--- src/rtl/gshare_predictor_ctrl.sv ---
// Gshare branch direction predictor: global history XOR PC indexes a table of
// 2-bit saturating counters; the table is swept to weakly-not-taken after reset.
module gshare_predictor_ctrl #(
    parameter int HISTORY_WIDTH   = 4,
    parameter int PHT_INDEX_WIDTH = 4
) (
    input  logic                     clk,
    input  logic                     rst,
    input  logic                     fetchValid,
    input  logic                     fetchIsBranch,
    input  logic [31:0]              fetchPc,
    output logic                     isBranchTakenPredicted,
    output logic [HISTORY_WIDTH-1:0] globalBranchHistory,
    output logic                     predictorReady,
    input  logic                     resolveValid,
    input  logic [31:0]              resolvePc,
    input  logic [HISTORY_WIDTH-1:0] resolveHistory,
    input  logic                     resolveTaken,
    input  logic                     resolveMispredict
);

    localparam int PHT_DEPTH = 1 << PHT_INDEX_WIDTH;

    typedef enum logic {
        INIT,
        READY
    } state_t;

    state_t                       state, state_next;
    logic [PHT_INDEX_WIDTH-1:0]   init_counter, init_counter_next;
    logic [HISTORY_WIDTH-1:0]     spec_ghr, spec_ghr_next;
    logic [1:0]                   pht [PHT_DEPTH];

    logic                         pht_we;
    logic [PHT_INDEX_WIDTH-1:0]   pht_waddr;
    logic [1:0]                   pht_wdata;
    logic [PHT_INDEX_WIDTH-1:0]   fetch_idx;
    logic [PHT_INDEX_WIDTH-1:0]   resolve_idx;
    logic [1:0]                   resolve_cnt;
    logic                         predict;

    logic unused_bits;
    assign unused_bits = ^{fetchPc[31:PHT_INDEX_WIDTH+2], fetchPc[1:0],
                           resolvePc[31:PHT_INDEX_WIDTH+2], resolvePc[1:0],
                           resolveHistory[HISTORY_WIDTH-1]};

    assign fetch_idx   = fetchPc[PHT_INDEX_WIDTH+1:2] ^ spec_ghr;
    assign resolve_idx = resolvePc[PHT_INDEX_WIDTH+1:2] ^ resolveHistory;
    assign resolve_cnt = pht[resolve_idx];

    // Table read is taken before this cycle's write, so a colliding resolve
    // only becomes visible on the following cycle.
    assign predict                = (state == READY) ? pht[fetch_idx][1] : 1'b0;
    assign isBranchTakenPredicted = predict;
    assign globalBranchHistory    = spec_ghr;
    assign predictorReady         = (state == READY);

    always_comb begin
        state_next        = state;
        init_counter_next = init_counter;
        spec_ghr_next     = spec_ghr;
        pht_we            = 1'b0;
        pht_waddr         = init_counter;
        pht_wdata         = 2'b01;
        case (state)
            INIT: begin
                pht_we            = 1'b1;
                init_counter_next = init_counter + 1'b1;
                if (init_counter == '1) begin
                    state_next = READY;
                end
            end
            READY: begin
                if (resolveValid) begin
                    pht_we    = 1'b1;
                    pht_waddr = resolve_idx;
                    if (resolveTaken) begin
                        pht_wdata = (resolve_cnt == 2'b11) ? resolve_cnt : resolve_cnt + 2'b01;
                    end else begin
                        pht_wdata = (resolve_cnt == 2'b00) ? resolve_cnt : resolve_cnt - 2'b01;
                    end
                end
                // Mispredict recovery overrides any speculative shift this cycle.
                if (resolveValid && resolveMispredict) begin
                    spec_ghr_next = {resolveHistory[HISTORY_WIDTH-2:0], resolveTaken};
                end else if (fetchValid && fetchIsBranch) begin
                    spec_ghr_next = {spec_ghr[HISTORY_WIDTH-2:0], predict};
                end
            end
            default: state_next = INIT;
        endcase
    end

    always_ff @(posedge clk or negedge rst) begin
        if (!rst) begin
            state        <= INIT;
            init_counter <= '0;
            spec_ghr     <= '0;
        end else begin
            state        <= state_next;
            init_counter <= init_counter_next;
            spec_ghr     <= spec_ghr_next;
        end
    end

    // Counter table has no reset; its contents come only from the init sweep.
    always_ff @(posedge clk) begin
        if (pht_we) begin
            pht[pht_waddr] <= pht_wdata;
        end
    end

endmodule

--- config.mk ---
export PLATFORM = sky130hd
export DESIGN_NAME = gshare_predictor_ctrl
export DESIGN_NICKNAME = d
export VERILOG_FILES = /design/src/rtl/gshare_predictor_ctrl.sv
export SDC_FILE = /design/constraint.sdc
export NUM_CORES = 1
export LEC_CHECK = 0
export ABC_AREA = 1
export CAP_MARGIN = 20
export CORE_UTILIZATION = 48
export CTS_CLUSTER_DIAMETER = 80
export CTS_CLUSTER_SIZE = 16
export DETAILED_ROUTE_END_ITERATION = 8
export PLACE_DENSITY = 0.86
export SKIP_CTS_REPAIR_TIMING = 1
export SYNTH_ARGS = -nofsm -noshare
export SYNTH_HDL_FRONTEND = slang
export SYNTH_SLANG_ARGS = --single-unit
--- constraint.sdc ---
create_clock -name clk -period 2.8 [get_ports clk]
set_clock_uncertainty 0.05 [all_clocks]
set_input_delay 0.28 -clock clk [delete_from_list [all_inputs] [get_ports clk]]
set_output_delay 0.28 -clock clk [all_outputs]
set_load 0.03 [all_outputs]
# Word-level counts from Yosys, hierarchy flattened
# Memory sizes are Yosys's and may differ from the RTL's.
# Index checks and enable logic that the tools add are counted.
# op_classes
n_addsub	3
eq_ne	2
muxes	16
bitwise_logic	3
n_reduce_logical	5
# op_table
operator	n
4-bit two-way mux	4
2-bit two-way mux	5
4-bit XOR	2
1-bit two-way mux	6
4-bit by 1-bit adder with 4-bit output (second input constant)	1
4-bit equality test (second input constant)	1
2-bit by 1-bit adder with 2-bit output (second input constant)	1
2-bit equality test (second input constant)	1
1-bit logical AND	2
2-bit zero test	1
1-bit one-hot mux with 2 select lines	1
2-bit AND reduction	1
2-bit nonzero test	1
2-bit by 1-bit subtractor with 2-bit output (second input constant)	1
1-bit inverter	1
# word_totals
ff_bits	9
ramBits	32
in_bits	75
output_inout_bits	6
word_cells	33
mem_count	1
# mem_list
name	depth	word_bits	rd	rd_clocked_by_memory_dff	write_ports	line_no	source
pht	16	2	2	0	1	32	logic [1:0] pht [PHT_DEPTH];

# Longest topological paths before layout
# An unclocked memory read counts as a cell.
# depth
word_depth	7
depth_mapped	12

# Least setup slack after synthesis
# No wires, ideal clock.
# synth_timing
kind	input-to-reg
start	in resolvePc[2]
end	mem pht[0][1] (data pin)
setup_ps	277
t_arrival_ps	1481
path_slack_ps	992
cell_stages	12
path_cell_list	inv_1 nand2_1 nand2_2 buf_6 nand2_1 nand3_1 nand3_1 nand3_2 nand2_1 nand2_1 nand2_1 nor2_1
# synth_between
elab_chain_len	7
elab_cells_between_ends	11
# synth_rtl
element	line_no	source
from (decl)	16	input logic [31:0] resolvePc,
4-bit XOR *	48	assign resolve_idx = resolvePc[PHT_INDEX_WIDTH+1:2] ^ resolveHistory;
memory read 16 x 2 bit *	n/a	
2-bit by 1-bit subtractor with 2-bit output (tied with other cells)	80	pht_wdata = (resolve_cnt == 2'b00) ? resolve_cnt : resolve_cnt - 2'b01;
2-bit two-way mux (on tied branches)	80, 78	
2-bit two-way mux *	77	if (resolveTaken) begin
2-bit two-way mux *	74	if (resolveValid) begin
2-bit two-way mux *	65	case (state)
net pht_wdata[1]	36	logic [1:0] pht_wdata;
to (decl)	32	
# The timed path passes the listed nets; every way through them passes the cells marked *.

# Worst setup path after layout
# layout_timing
start	in resolveHistory[0]
end	mem pht[9][1] (data pin)
# layout_between
elab_chain_len	7
elab_cells_between_ends	11
# layout_rtl
element	line_no	source
from (decl)	17	input logic [HISTORY_WIDTH-1:0] resolveHistory,
4-bit XOR *	48	
memory read 16 x 2 bit *	n/a	
2-bit by 1-bit subtractor with 2-bit output (tied with other cells)	80	
2-bit two-way mux (on tied branches)	80, 78	
2-bit two-way mux *	77	
2-bit two-way mux *	74	
2-bit two-way mux *	65	
net pht_wdata[1]	36	
# Marks and branches as above.

==> results_dict.tcl <==
set metrics [dict create \
    outcome "finished, final reports clean" \
    portBuffers 24 \
    syn_to_final_growth_pct 18.1 \
    pwr-share-seq_pct 45.2 \
    cp-start-kind "primary input" \
    worstHoldPathType "primary input to asynchronous set/reset pin" \
    diodes 0 \
    drive_gt1_share_pct 6.94 \
    cap_violations 0 \
    ys_types 24 \
    cp.required_ns 2.71 \
    fmax_mhz 386 \
    yosysWarnings 0 \
    power_switching_mw 0.484 \
    topRoutingLayerUsed "met4" \
    clk_pin_slew_worst_paths_ns 0.08 \
    cts-root-buf "clkbuf_8" \
    die_h_um 69.7 \
    crit_fanout 17 \
    clk_latency_ns 0.29 \
    p_int_mw 1.11 \
    min_period_ns 2.59 \
    place.gp.congestion 0.896 \
    stdcell_count 340 \
    synth_seq_area_share_pct 53.9 \
    grt_pass1_vias 1727 \
    clockBufferDepth 2 \
    met2_length_mm 2.39 \
    drc 0 \
    regToRegSetupSlack_ns 0.79 \
    endpoint "pht[9][1]$_DFFE_PP_" \
    first_pass_iters 4 \
    avgRoutedWirePerCell_um 14.4 \
    clock-sinks 41 \
    setup_viol 0 \
    sw_frac_of_total_pct 30.4 \
    pwr-share-comb_pct 25.7 \
    antenna_found_initial 0 \
    worstMarginPinSlew_ns 0.914 \
    synth_area_per_cell_sq_um 8.54 \
    end_kind "register" \
    synth_cells 258 \
    dieArea_sq_um 4860 \
    start_util_pct 50.2 \
    crit_path_start "resolveHistory[0]" \
    nNetsFinal 363 \
    antenna_left 0 \
    grt_overflow 0 \
    path_class "primary input to register" \
    cts_buffers 5 \
    timing.slew.headroom_pct 38.8 \
    crit_arrival_ns 2.50 \
    drtIter0Drc 134 \
    grtUsageTotal_pct 21.8 \
    rsz0062_at_grt "no" \
    ff_latch_area_sq_um 1190 \
    p_per_area_nw_per_um2 613 \
    wl_mm 4.91 \
    place_hpwl_mm 3.64 \
    r2r_end "pht[9][1]$_DFFE_PP_" \
    final_max_slew_viol_count 0 \
    finalCritPeriodShare_pct 92.6 \
    wl_met1_mm 2.09 \
    syn-cell-area_sq_um 2200 \
    dr_wl_met3_um 376 \
    finalPower_mw 1.59 \
    p_clk_share_pct 29.1 \
    grt_pass1_wl_mm 8.20 \
    h-tree-depth 2 \
    ir_drop_mv 0.369 \
    dpl.cell_count 332 \
    io_pins 81 \
    dieWidth_um 69.7 \
    row_count 24 \
    vias 1873 \
    leakagePower_nw 1.12 \
    final_hold_viol_count 0 \
    syn-num-nets 334 \
    setup_slack_ns 0.207 \
    dpl_worst_slack_ns -0.0716 \
    r2r_cells 4 \
    fillers 371 \
    multi_input_area_sq_um 898 \
    via_per_inst 5.51 \
    reg2reg_from "predictorReady$_DFF_PN0_" \
    ys_ff_latch 41 \
    core_sq_um 4380 \
    grt_max_degree 18 \
    cts_tree "yes" \
]
worst min path at each step:
stage	slack [ns]	startpoint	end
4_1_cts	0.25	rst	globalBranchHistory[3]$_DFFE_PN0P_
3_3_place_gp	0.47	init_counter[0]$_DFFE_PN0N_	init_counter[0]$_DFFE_PN0N_
5_1_grt	0.27	rst	globalBranchHistory[3]$_DFFE_PN0P_
2_1_floorplan	-0.07	rst	globalBranchHistory[0]$_DFFE_PN0P_
3_5_place_dp	0.47	init_counter[0]$_DFFE_PN0N_	init_counter[0]$_DFFE_PN0N_
6_report	0.25	rst	globalBranchHistory[2]$_DFFE_PN0P_
kinds of logic (layout without fill, tap and decap cells):
logic type               count (synthesis)  after routing  share of synthesized area, %
adder cells (fa/ha/maj)                  1              1                         0.568
flip-flops                              41             41                          53.9
buffers and inverters                   28             58                          5.34
AO/OA/AOI/OAI                           12             12                          2.95
XOR/XNOR                                 8              8                          4.55
AND/OR/NAND/NOR                        168            168                          32.7
metal layers:
metal | vias to the layer above | track usage [%]
met4 | 0 | 9.78
met5 | - | 0
met1 | 879 | 29.3
met2 | 73 | 35.1
met3 | 6 | 3.34
li1 | 915 | -
cell type report:
cell class | instances | area share [%]
multi-input combinational | 189 | 34.6
clock inverter | 2 | 1.30
clock buffer | 6 | 2.79
sequential | 41 | 45.6
tap | 52 | 2.50
inverter | 25 | 3.61
timing repair buffer | 25 | 9.62
cell usage after synthesis:
cell / number / area, sq um
xnor2_1: 3 / 26.3
edfxtp_1: 32 / 961
xnor2_2: 3 / 48.8
nor2_1: 19 / 71.3
or2_2: 1 / 6.26
buf_2: 1 / 5.00
xor2_2: 1 / 16.3
buf_6: 1 / 11.3
nand3_2: 2 / 20.0
xor2_1: 1 / 8.76
o21ai_1: 4 / 20.0
inv_2: 4 / 15.0
nand2_1: 89 / 334
buf_4: 1 / 7.51
a21oi_1: 2 / 10.0
a31oi_1: 2 / 12.5
dfrtp_1: 9 / 225
o21ai_0: 3 / 15.0
nand3_1: 54 / 270
inv_1: 21 / 78.8
o211ai_1: 1 / 7.51
ha_1: 1 / 12.5
nand4_1: 1 / 6.26
nand2_2: 2 / 12.5
sequential cells by signal, summed over array words and instances (netlist names):
name / cells
globalBranchHistory: 4
predictorReady: 1
pht: 32
init_counter: 4
cells in the final DEF (no fill, tap or decap), types with 2 or more instances in the layout:
cell              n
a21oi_1           2
dfrtp_1           9
xnor2_2           3
inv_1            21
edfxtp_1         32
clkbuf_8          5
nor2_1           19
nand2_1          89
o21ai_0           3
o21ai_1           4
clkdlybuf4s50_1  23
xnor2_1           3
a31oi_1           2
inv_2             4
nand2_2           2
nand3_1          54
nand3_2           2
stage by stage:
step | setup TNS [ns] | util, % | hold WS, ns | instance area (sq um)
after floorplan | 0 | - | -0.0656 | 2200
after global placement | -0.152 | 56.8 | 0.471 | 2490
after detailed placement | -1.14 | 56.8 | 0.473 | 2490
after CTS | 0 | 59.2 | 0.251 | 2600
after global routing | 0 | 59.3 | 0.269 | 2600
final | 0 | 59.3 | 0.250 | 2600
power by group through the flow:
| stage | clock [mW] | combinational, mW | sequential (mW) |
|---|---|---|---|
| 2_1_floorplan | 0 | 0.242 | 0.756 |
| 3_3_place_gp | 0 | 0.393 | 0.732 |
| 3_5_place_dp | 0 | 0.404 | 0.733 |
| 4_1_cts | 0.472 | 0.406 | 0.720 |
| 5_1_grt | 0.491 | 0.455 | 0.722 |
| 6_report | 0.464 | 0.409 | 0.720 |
worst max-delay path, cell delays in order:
cell	delay, ns
clkdlybuf4s50_1	0.51
nand2_1	0.11
nand2_2	0.29
nand2_1	0.10
nand3_1	0.11
nand3_1	0.12
nand3_2	0.11
nand2_1	0.07
nand2_1	0.06
nand2_1	0.05
nor2_1	0.70
(Power assumes the default switching activity.)
